**src/rtl/multu_seq_pkg.sv**
```systemverilog
// Shared types and constants for the iterative unsigned multiplier.
package multu_seq_pkg;

    typedef enum logic [1:0] {
        IDLE = 2'd0,
        RUN  = 2'd1,
        DONE = 2'd2
    } state_t;

    localparam int unsigned DEFAULT_WIDTH = 32;

    // Iteration counter width; at least one bit so a 1-bit build still elaborates.
    function automatic int unsigned cnt_width(input int unsigned w);
        return (w < 2) ? 1 : $clog2(w);
    endfunction

endpackage

```
**src/rtl/multu_seq_if.sv**
```systemverilog
// Execute-stage <-> multiplier handshake and result bus.
interface multu_seq_if
    import multu_seq_pkg::*;
#(
    parameter int unsigned WIDTH = DEFAULT_WIDTH
);
    logic             start;
    logic             abort;
    logic [WIDTH-1:0] a;
    logic [WIDTH-1:0] b;
    logic             busy;
    logic             done;
    logic             stall;
    logic [WIDTH-1:0] lo;
    logic [WIDTH-1:0] hi;

    modport master (
        output start, abort, a, b,
        input  busy, done, stall, lo, hi
    );

    modport slave (
        input  start, abort, a, b,
        output busy, done, stall, lo, hi
    );
endinterface

```
**src/rtl/multu_seq_shift_add_step.sv**
```systemverilog
// One radix-2 shift-and-add iteration on the (2*WIDTH+1)-bit product register.
module shift_add_step
    import multu_seq_pkg::*;
#(
    parameter int unsigned WIDTH = DEFAULT_WIDTH
) (
    input  logic [2*WIDTH:0]  p_in,
    input  logic [WIDTH-1:0]  mcand,
    output logic [2*WIDTH:0]  p_out
);

    logic [WIDTH:0] upper;

    // Conditional add into the upper half (carry kept in the extra bit), then shift right.
    always_comb begin
        upper = p_in[2*WIDTH:WIDTH];
        if (p_in[0]) begin
            upper = upper + {1'b0, mcand};
        end
        p_out = {upper, p_in[WIDTH-1:0]} >> 1;
    end

endmodule

```
**src/rtl/multu_seq.sv**
```systemverilog
// Iterative unsigned multiplier: WIDTH clocks per product, stalls the pipeline while running.
module multu_seq
    import multu_seq_pkg::*;
#(
    parameter int unsigned WIDTH = DEFAULT_WIDTH
) (
    input  logic         clk,
    input  logic         reset,
    multu_seq_if.slave   bus
);

    localparam int unsigned    CW   = cnt_width(WIDTH);
    localparam logic [CW-1:0]  LAST = CW'(WIDTH - 1);

    state_t            state_q;
    state_t            state_d;
    logic              accept;
    logic              last;
    logic [WIDTH-1:0]  mcand_q;
    logic [WIDTH-1:0]  hi_q;
    logic [WIDTH-1:0]  lo_q;
    logic [2*WIDTH:0]  p_q;
    logic [2*WIDTH:0]  p_step;
    logic [CW-1:0]     count_q;

    assign accept = bus.start & ~bus.abort & (state_q != RUN);
    assign last   = (count_q == LAST);

    shift_add_step #(.WIDTH(WIDTH)) u_step (
        .p_in  (p_q),
        .mcand (mcand_q),
        .p_out (p_step)
    );

    // State register.
    always_ff @(posedge clk or posedge reset) begin
        if (reset) begin
            state_q <= IDLE;
        end else begin
            state_q <= state_d;
        end
    end

    // Next-state logic; abort overrides everything, including a same-cycle start.
    always_comb begin
        state_d = state_q;
        if (bus.abort) begin
            state_d = IDLE;
        end else begin
            case (state_q)
                IDLE:    state_d = bus.start ? RUN : IDLE;
                RUN:     state_d = last ? DONE : RUN;
                DONE:    state_d = bus.start ? RUN : IDLE;
                default: state_d = IDLE;
            endcase
        end
    end

    // Operand capture, iteration datapath and result registers.
    always_ff @(posedge clk or posedge reset) begin
        if (reset) begin
            mcand_q <= '0;
            p_q     <= '0;
            count_q <= '0;
            hi_q    <= '0;
            lo_q    <= '0;
        end else if (accept) begin
            mcand_q <= bus.a;
            p_q     <= {{(WIDTH + 1){1'b0}}, bus.b};
            count_q <= '0;
        end else if ((state_q == RUN) && !bus.abort) begin
            p_q <= p_step;
            if (last) begin
                hi_q <= p_step[2*WIDTH-1:WIDTH];
                lo_q <= p_step[WIDTH-1:0];
            end else begin
                count_q <= count_q + 1'b1;
            end
        end
    end

    assign bus.busy  = (state_q == RUN);
    assign bus.done  = (state_q == DONE);
    assign bus.stall = (state_q == RUN) | accept;
    assign bus.hi    = hi_q;
    assign bus.lo    = lo_q;

endmodule

```
**src/flat_wrapper.sv**
```systemverilog
// flat-port wrapper written by rule: the top's interface ports become plain ports
module multu_seq_flat import multu_seq_pkg::*;
#(
    parameter int unsigned WIDTH = DEFAULT_WIDTH
)
  (clk, reset, bus_start, bus_abort, bus_a, bus_b, bus_busy, bus_done, bus_stall, bus_lo, bus_hi);
  multu_seq_if #(.WIDTH(WIDTH)) bus_i ();
  input  logic clk;
  input  logic reset;
  input wire logic [$bits(bus_i.start)-1:0] bus_start;
  input wire logic [$bits(bus_i.abort)-1:0] bus_abort;
  input wire logic [$bits(bus_i.a)-1:0] bus_a;
  input wire logic [$bits(bus_i.b)-1:0] bus_b;
  output wire logic [$bits(bus_i.busy)-1:0] bus_busy;
  output wire logic [$bits(bus_i.done)-1:0] bus_done;
  output wire logic [$bits(bus_i.stall)-1:0] bus_stall;
  output wire logic [$bits(bus_i.lo)-1:0] bus_lo;
  output wire logic [$bits(bus_i.hi)-1:0] bus_hi;
  assign bus_i.start = bus_start;
  assign bus_i.abort = bus_abort;
  assign bus_i.a = bus_a;
  assign bus_i.b = bus_b;
  assign bus_busy = bus_i.busy;
  assign bus_done = bus_i.done;
  assign bus_stall = bus_i.stall;
  assign bus_lo = bus_i.lo;
  assign bus_hi = bus_i.hi;
  multu_seq #(.WIDTH(WIDTH)) u_core (.clk(clk), .reset(reset), .bus(bus_i));
endmodule
```
**config.mk**
```make
export PLATFORM = sky130hd
export DESIGN_NAME = multu_seq_flat
export DESIGN_NICKNAME = d
export VERILOG_FILES = /design/src/rtl/multu_seq_pkg.sv /design/src/rtl/multu_seq_if.sv /design/src/rtl/multu_seq_shift_add_step.sv /design/src/rtl/multu_seq.sv /design/src/flat_wrapper.sv
export SDC_FILE = /design/constraint.sdc
export NUM_CORES = 1
export LEC_CHECK = 0
export BUFFER_PORTS_ARGS = -buffer_cell sky130_fd_sc_hd__buf_2
export CORE_MARGIN = 4
export CORE_UTILIZATION = 34
export CTS_BUF_LIST = sky130_fd_sc_hd__clkbuf_8
export DETAILED_ROUTE_END_ITERATION = 16
export PLACE_DENSITY_LB_ADDON = 0.3
export SYNTH_ARGS = -nofsm -noshare
export SYNTH_HDL_FRONTEND = slang
export SYNTH_SLANG_ARGS = --single-unit
```
**constraint.sdc**
```tcl
create_clock -name clk -period 6.1 [get_ports clk]
set_clock_uncertainty 0.15 [all_clocks]
set_input_delay 1.22 -clock clk [delete_from_list [all_inputs] [get_ports clk]]
set_output_delay 1.22 -clock clk [all_outputs]
set_load 0.02 [all_outputs]
```
## Word-level counts from Yosys, hierarchy flattened

Index checks and enable logic that the tools add are counted.

- Bits in registers: 168
- Bits of input ports: 68
- Output and inout port bits: 67
- Word-level logic and storage cells: 35

- Add/subtract/negate cells: 2
- Equal/unequal tests: 5
- Muxes and demuxes: 10
- Bitwise operators: 5
- Reductions and logical operators: 7

Operators by type and width:

| operator | count |
|---|---|
| $mux 65 | 2 |
| $add 33x32->33 | 1 |
| $mux 33 | 1 |
| $mux 5 | 3 |
| $add 5x1->5 const B | 1 |
| $eq 5x5->1 const B | 1 |
| $mux 2 | 2 |
| $ne 2x1->1 const B | 2 |
| $pmux 2 s2 | 1 |
| $reduce_and 3->1 | 1 |
| $and 1x1->1 | 2 |
| $eq 2x1->1 const B | 1 |
| $eq 2x2->1 const B | 1 |
| $logic_not 2->1 | 1 |
| $not 1->1 | 2 |
| $reduce_and 2->1 | 1 |
| $reduce_bool 2->1 | 1 |
| $reduce_or 2->1 | 1 |
| $logic_and 1x1->1 | 1 |
| $logic_not 1->1 | 1 |
| $mux 1 | 1 |
| $or 1x1->1 | 1 |

## Depth between registers and ports, before layout

Gate-level depths: netlist of run 1.

- Word-level depth: 5
- Mapped depth: 11
- Mapped depth without buffers: 11

## Hierarchy

A second synthesis of run 1 with hierarchy kept.

- Cell total of the unflattened synthesis: 763
- Area total of the unflattened synthesis: 9,257.6 µm²

By module, submodules not included:

| module | times used | cells an instance | area an instance (µm²) | sequential area each (µm²) |
|---|---|---|---|---|
| multu_seq | 1 | 427 | 6,782.8 | 4,204.0 |
| shift_add_step | 1 | 336 | 2,474.9 | 0.0 |

## Worst setup path after synthesis of run 1

No wires, ideal clock.

- Kind: input -> output
- From: input bus_abort
- To: output bus_stall
- Data arrival time: 2.291 ns
- Required time: 4.730 ns
- Path slack: 2.439 ns
- Cell stages on the path: 5
- Cell sequence: clkbuf_1 > nand2b_1 > clkbuf_1 > buf_1 > nand2_1

- Word-level cells in the longest chain between the ends: 4

Ends and longest elaborated chain:

| element | line | source |
|---|---|---|
| start: declaration | flat_wrapper.sv:11 | `input wire logic [$bits(bus_i.abort)-1:0] bus_abort;` |
| $not 1->1 | multu_seq.sv:26 | `assign accept = bus.start & ~bus.abort & (state_q != RUN);` |
| $and 1x1->1 (2 in series) | multu_seq.sv:26 |  |
| $or 1x1->1 | multu_seq.sv:84 | `assign bus.stall = (state_q == RUN) \| accept;` |
| end: declaration | flat_wrapper.sv:16 | `output wire logic [$bits(bus_i.stall)-1:0] bus_stall;` |

Every way passes these cells.

## Worst setup path after layout of run 1

Same ends and word-level chain as after synthesis.

==> impl_metrics.tcl, run 1 <==
set metrics [dict create \
    fin_nets 1061 \
    finalCritPeriodShare_pct 65.6 \
    synthFlopType "dfrtp_1" \
    clk_path_buf_depth 2 \
    h-tree-depth 4 \
    min_period_ns 4.00 \
    synthXorXnorAreaFrac_pct 2.18 \
    vdd_drop_max_v 0.000150 \
    cp_slowest_cell "buf_2" \
    synth.distinct_cells 58 \
    cp-start-kind "primary input" \
    drc 0 \
    ys_async_sr_fraction_pct 100 \
    tightest_slew_ns 1.19 \
    maxCapViolCount 0 \
    max_stage_delay_ns 0.54 \
    worstPathArrival_ns 2.63 \
    synth_area_leaders "dfrtp_1 (49%), nand2_1 (6.7%), o22a_1 (6.5%), ha_1 (5.0%), o21ai_0 (4.6%)" \
    via_count 6622 \
    ios 135 \
    synthMuxAreaShare_pct 6.90 \
    cts_num_sinks 167 \
    first_pass_iters 5 \
    powerDensity_mw_per_mm2 376 \
    start_util_pct 34.6 \
    fp-row-count 57 \
    grt_pass1_wl_um 36200 \
    syn_nets 949 \
    clk_pin_slew_ns 0.09 \
    rsz0062_at_grt "false" \
    grt_pass1_vias 6925 \
    dpl.hpwl_um 14300 \
    numCtsBuffers 17 \
    hold_class "reg2reg" \
    syn_inst 846 \
    critPathKind "in2out" \
    yosys.area_share.adder_pct 5.27 \
    leakage_nw 4.82 \
    synth_area_leader_cell "dfrtp_1" \
    globalRoute.totalOverflow 0 \
    post_cts.repair.setup_buffers 0 \
    synth_compound_area_share_pct 19.8 \
    power_mw 3.71 \
    synth_top_family_by_area "compound AO/OA/AOI/OAI gates" \
    cts_resized 0 \
    cts_tree "built" \
    fmax_ghz 0.250 \
    core_area_sq_mm 0.0244 \
    drtIter0Drc 316 \
    port_buffers 134 \
    wirelength_um 21400 \
    yosysTopAreaCellShare_pct 49.5 \
    final_core_util_pct 40.4 \
    n_antenna_cell 0 \
    tns_ns 0 \
    die_area_sq_mm 0.0274 \
    ys_ff_latch 167 \
    path_common_cell "buf_2" \
    synthSimpleGateAreaFrac_pct 13.4 \
    hold_violations 0 \
    areaGrowthSynthToFinish_pct 16.7 \
    wire_per_inst_um 16.5 \
    vias_per_cell 5.11 \
    grt_max_degree 99 \
    track_usage_pct 15.9 \
    die_h_um 166 \
    hold_buffers 0 \
    ys.warnings.count 0 \
    dieWidth_um 166 \
    clk_latency_ns 0.47 \
    slew_headroom_pct 20.7 \
    path_max_fanout 37 \
    worstPathCellList "buf_2 -> nand2b_1 -> buf_4 -> nand2_1 -> buf_2" \
    finalInstanceArea_sq_mm 0.00986 \
    dpl_cell_area_sq_mm 0.00943 \
    drv_slew 0 \
    worstPathRequired_ns 4.73 \
    synth-edff-count 0 \
    setup_viol 0 \
    worst_setup_path_end_kind "output port" \
    drive_above_1_share_pct 23.0 \
    ys_seq_area_share_pct 49.5 \
    avgSynthCellArea_sq_um 9.99 \
    drtAntennaViolNets 0 \
    syn_area_sq_mm 0.00845 \
    cts_root_buf "clkbuf_8" \
    status "finished, final reports clean" \
    hold_ws_ns 0.331 \
    gp_congestion 0.789 \
    antenna_found_initial 3 \
]
-- cells in the mapped netlist (2+ instances only) --
cell type  instances
inv_1             15
mux2_2            33
a22o_1             2
a31oi_1           10
or3_1              2
nor2b_1            5
nand4_1            4
buf_1              9
o21a_1             2
o31ai_1            6
nor2_1            28
o211ai_1           3
dfrtp_1          167
nand2b_1           8
a211oi_2           3
xor2_1             6
o21ai_0           77
a21oi_1           34
and2_1             2
o21bai_1           4
mux2i_1           20
nand2_1          151
xnor2_1           15
o21ai_1            3
a211oi_1           4
o22a_1            63
clkbuf_1          41
ha_1              34
a311oi_1           3
nand3_1           39
a21o_1            11
and3_1             9
nor3_1             8
-- per-layer routing --
layer	vias up	wire, um	global-route usage (%)
met4	6	126	4.23
met3	12	986	3.91
met2	118	10500	26.2
li1	3273	-	-
met1	3213	9790	21.2
met5	-	28	0
-- sequential cells by signal (all words and copies together) (netlist names) --
name	flops
u_core.mcand_q	32
u_core.state_q	2
u_core.bus.lo	32
u_core.p_q	64
u_core.bus.hi	32
u_core.count_q	5
-- stage by stage --
step                      cells  setup slack [ns]
final                      1295              2.10
after global routing       1295              1.98
after CTS                  1295              2.08
after detailed placement   1263              2.09
after global placement     1263              2.07
after floorplan             846             0.212
-- cells by family (layout without fill, tap and decap cells) --
family	Yosys count	after routing
AOI/OAI and AO/OA	242	242
xor gates and xnor gates	21	21
adders and majority gates	35	35
buffers and inverters	66	191
DFF	167	167
muxes	54	54
and+or+nand+nor	261	261
-- area by class of cell --
| cell class | count | area (sq um) |
|---|---|---|
| fillers | 2474 | 14500 |
| inverters | 16 | 65.1 |
| well taps | 324 | 405 |
| clock buffers | 17 | 234 |
| multi-input cells | 613 | 4040 |
| clock inverters | 15 | 195 |
| flip-flops and latches | 167 | 4180 |
| repair buffers | 143 | 738 |
-- critical path, delay by kind of cell --
| family | cells | cell delay (ns) |
|---|---|---|
| buffers and inverters | 3 | 1.12 |
| and+or+nand+nor | 2 | 0.28 |
-- cell usage in the layout (no fill, tap or decap), types with 2 or more instances in the layout --
cell      Yosys  layout
clkinv_4      0       2
a211oi_1      4       4
nand3_1      39      39
a211oi_2      3       3
o21ai_0      77      77
a21o_1       11      11
xnor2_1      15      15
nand2b_1      8       7
clkinv_8      0       5
mux2_2       33      33
nor2_1       28      27
inv_8         0       5
a31oi_1      10      10
nand4_1       4       4
buf_4         0       9
nand2_1     151     150
o31ai_1       6       6
inv_1        15      14
xor2_1        6       6
nor3_1        8       8
a21oi_1      34      34
o21bai_1      4       4
and3_1        9       9
ha_1         34      34
o22a_1       63      63
or3_1         2       2
dfrtp_1     167     167
o21a_1        2       2
o21ai_1       3       3
o211ai_1      3       3
and2_1        2       2
clkbuf_8      0      17
buf_2         0     134
inv_12        0       2
a22o_1        2       2
mux2i_1      20      20
nor2b_1       5       5
a311oi_1      3       3
-- power breakdown --
part           switching [mW]  leakage, nW  internal, mW
clock network           0.518        0.210         0.323
logic                   0.829         2.48         0.607
registers               0.148         2.13          1.28
-- worst paths after layout --
path | startpoint | endpoint | slack, ns | cells after the start
worst max-delay path | bus_abort | bus_stall | 2.10 | 5
worst min-delay path | u_core.bus.hi[20] | u_core.bus.hi[20] | 0.33 | 2
worst max register to register | u_core.p_q[32] | u_core.bus.hi[31] | 2.59 | 11
worst min register to register | u_core.bus.hi[20] | u_core.bus.hi[20] | 0.33 | 2
max in group asynchronous | reset | u_core.p_q[51] | 3.90 | 3
min in group asynchronous | reset | u_core.p_q[29] | 0.73 | 2
Note: power is estimated with default switching activity, not from simulation.
==> run 2, diff against run 1 <==
Settings changed: ABC_AREA from default to 1.
Clock period 6.1 ns to 4 ns, I/O delays scaled along.
==> run 2 against run 1 <==
  * Total power up 30%
  * Critical path type is now reg2reg
  * Clock power up 54%
  * Worst hold slack worse by 0.081 ns
  * First-iteration DRC count up 30%
  * Clock-buffer cell count up 1
  * Core utilization down 0.47 points
  * Routed wire length up 17%
  * Final cell count up 33%
  * Largest cell class is now multi-input gates
  * Critical endpoint is now u_core.bus.hi[23]
  * Sequential cell count unchanged
  * Register-to-register slack worse by 1.1 ns
  * Die area up 9.3%
  * Sequential share of layout area down 3.5 points
==> impl_metrics.tcl, run 2 <==
set metrics [dict create \
    status "finished, final reports clean" \
    ys.warnings.count 0 \
    cts_root_buf "clkbuf_8" \
    tns_ns 0 \
    vdd_drop_max_v 0.000229 \
    grt_pass1_wl_um 41600 \
    h-tree-depth 4 \
    ys_ff_latch 167 \
    tightest_slew_ns 0.651 \
    grt_pass1_vias 8073 \
    layout_commonest_cell "nand2_1" \
    setup_viol 0 \
    largest-register "u_core.p_q" \
    fp-row-count 60 \
    worstPathArrival_ns 2.71 \
    fin_nets 1469 \
    antenna_found_initial 0 \
    grt_max_degree 92 \
    ios 135 \
    die_h_um 173 \
    yosysTopAreaCellShare_pct 45.1 \
    largest_reg_flops 64 \
    synth_area_leaders "dfrtp_1 (45%), nand2_1 (20%), inv_1 (7.0%), ha_1 (4.6%), nand3_1 (4.5%)" \
    hold_ws_ns 0.250 \
    drive_above_1_share_pct 16.8 \
    clk_pin_slew_ns 0.11 \
    ys_seq_area_share_pct 45.1 \
    preCtsSetupSlack_ns 1.34 \
    cts_num_sinks 167 \
    vias_per_cell 4.65 \
    cts_tree "built" \
    final_core_util_pct 39.9 \
    synthFlopType "dfrtp_1" \
    worstPathRequired_ns 4.21 \
    post_cts.repair.setup_buffers 0 \
    path_max_fanout 4 \
    drtAntennaViolNets 0 \
    globalRoute.totalOverflow 0 \
    dieWidth_um 173 \
    synth.most_common_cell "nand2_1" \
    drv_slew 0 \
    first_pass_iters 5 \
    clk_path_buf_depth 2 \
    gp_congestion 0.923 \
    powerDensity_mw_per_mm2 449 \
    hold_violations 0 \
    slew_headroom_pct 56.6 \
    port_buffers 134 \
    hold_buffers 0 \
    critPathKind "reg2reg" \
    fillers 2850 \
    cp-start-kind "flop" \
    maxCapViolCount 0 \
    die_area_sq_mm 0.0300 \
    setup_ws_ns 1.49 \
    avgSynthCellArea_sq_um 7.47 \
    syn_nets 1345 \
    worst_setup_path_end_kind "flop" \
    areaGrowthSynthToFinish_pct 15.7 \
    numCtsBuffers 17 \
    synth-edff-count 0 \
    fmax_ghz 0.399 \
    via_count 7994 \
    core_area_sq_mm 0.0269 \
    register_area_sq_mm 0.00418 \
    drc 0 \
    synth.distinct_cells 38 \
    cts_resized 0 \
    multiInputGateArea_sq_mm 0.00425 \
    leakage_nw 6.12 \
    final_cell_mix "nand2_1 (497), inv_1 (170), dfrtp_1 (167)" \
    synth_area_leader_cell "dfrtp_1" \
    clk_latency_ns 0.47 \
    hold_class "in2async" \
    finalCritPeriodShare_pct 62.6 \
    min_period_ns 2.51 \
    n_antenna_cell 0 \
    ys_top_cells_by_count "nand2_1 (497), inv_1 (172), dfrtp_1 (167), nand3_1 (84), nor2_1 (38)" \
    syn_inst 1242 \
    syn_area_sq_mm 0.00927 \
    wire_per_inst_um 14.6 \
    start_util_pct 34.5 \
    wirelength_um 25100 \
    track_usage_pct 17.0 \
    drtIter0Drc 412 \
    dpl.hpwl_um 18800 \
    rsz0062_at_grt "false" \
    ys_async_sr_fraction_pct 100 \
]
==> run 2: critical path: stages, from the launching register on <==
cell	delay, ns
dfrtp_1	0.40
ha_1	0.27
fa_1	0.46
nand3_1	0.10
nand3_1	0.15
nand2_1	0.12
nand2_2	0.08
nand3_1	0.13
nand3_1	0.12
nand2_1	0.08
nand3_1	0.15
nand3_1	0.13
nand2_1	0.05
==> run 2: logic make-up after synthesis <==
logic type,synth area share [%]
simple gates,30.8
buf+inv,9.15
flops,45.1
compound gates,8.76
fa+ha+maj,4.80
xor+xnor,1.42
==> run 2: metal layers <==
| layer | share of wire (%) | track usage (%) | up-vias |
|---|---|---|---|
| met5 | 0 | 0 | - |
| met3 | 4.6 | 3.76 | 23 |
| met1 | 48 | 23.5 | 3665 |
| met2 | 46 | 27.3 | 151 |
| met4 | 1.3 | 4.32 | 0 |
| li1 | - | - | 4155 |
==> run 2: per-stage QoR <==
stage	total power, mW	cell area (sq um)	cells
after CTS	4.87	10700	1720
after global routing	5.18	10700	1720
final	4.82	10700	1720
after detailed placement	3.56	10300	1688
after global placement	3.55	10300	1688
after floorplan	3.16	9280	1242
==> run 2: worst paths after layout <==
check	from	end	slack, ns	depth (start not counted)
setup / recovery	u_core.p_q[32]	u_core.bus.hi[23]	1.49	12
hold / removal	reset	u_core.bus.lo[31]	0.25	2
setup reg to reg	u_core.p_q[32]	u_core.bus.hi[23]	1.49	12
hold reg to reg	u_core.bus.hi[26]	u_core.bus.hi[26]	0.34	2
max in group asynchronous	reset	u_core.p_q[54]	2.67	3
min in group clk	u_core.bus.hi[26]	u_core.bus.hi[26]	0.34	2
==> run 2: area by class of cell <==
cell class / instances / area share (%)
inverters: 175 / 6.15
clock buffers: 18 / 2.31
repair buffers: 146 / 7.44
flip-flops and latches: 167 / 38.9
well taps: 341 / 3.97
clock inverters: 14 / 1.63
multi-input cells: 859 / 39.6
==> run 2: power breakdown <==
group          switching (mW)  internal [mW]
Clock                   0.738          0.551
Combinational           0.968          0.524
Sequential              0.145           1.90
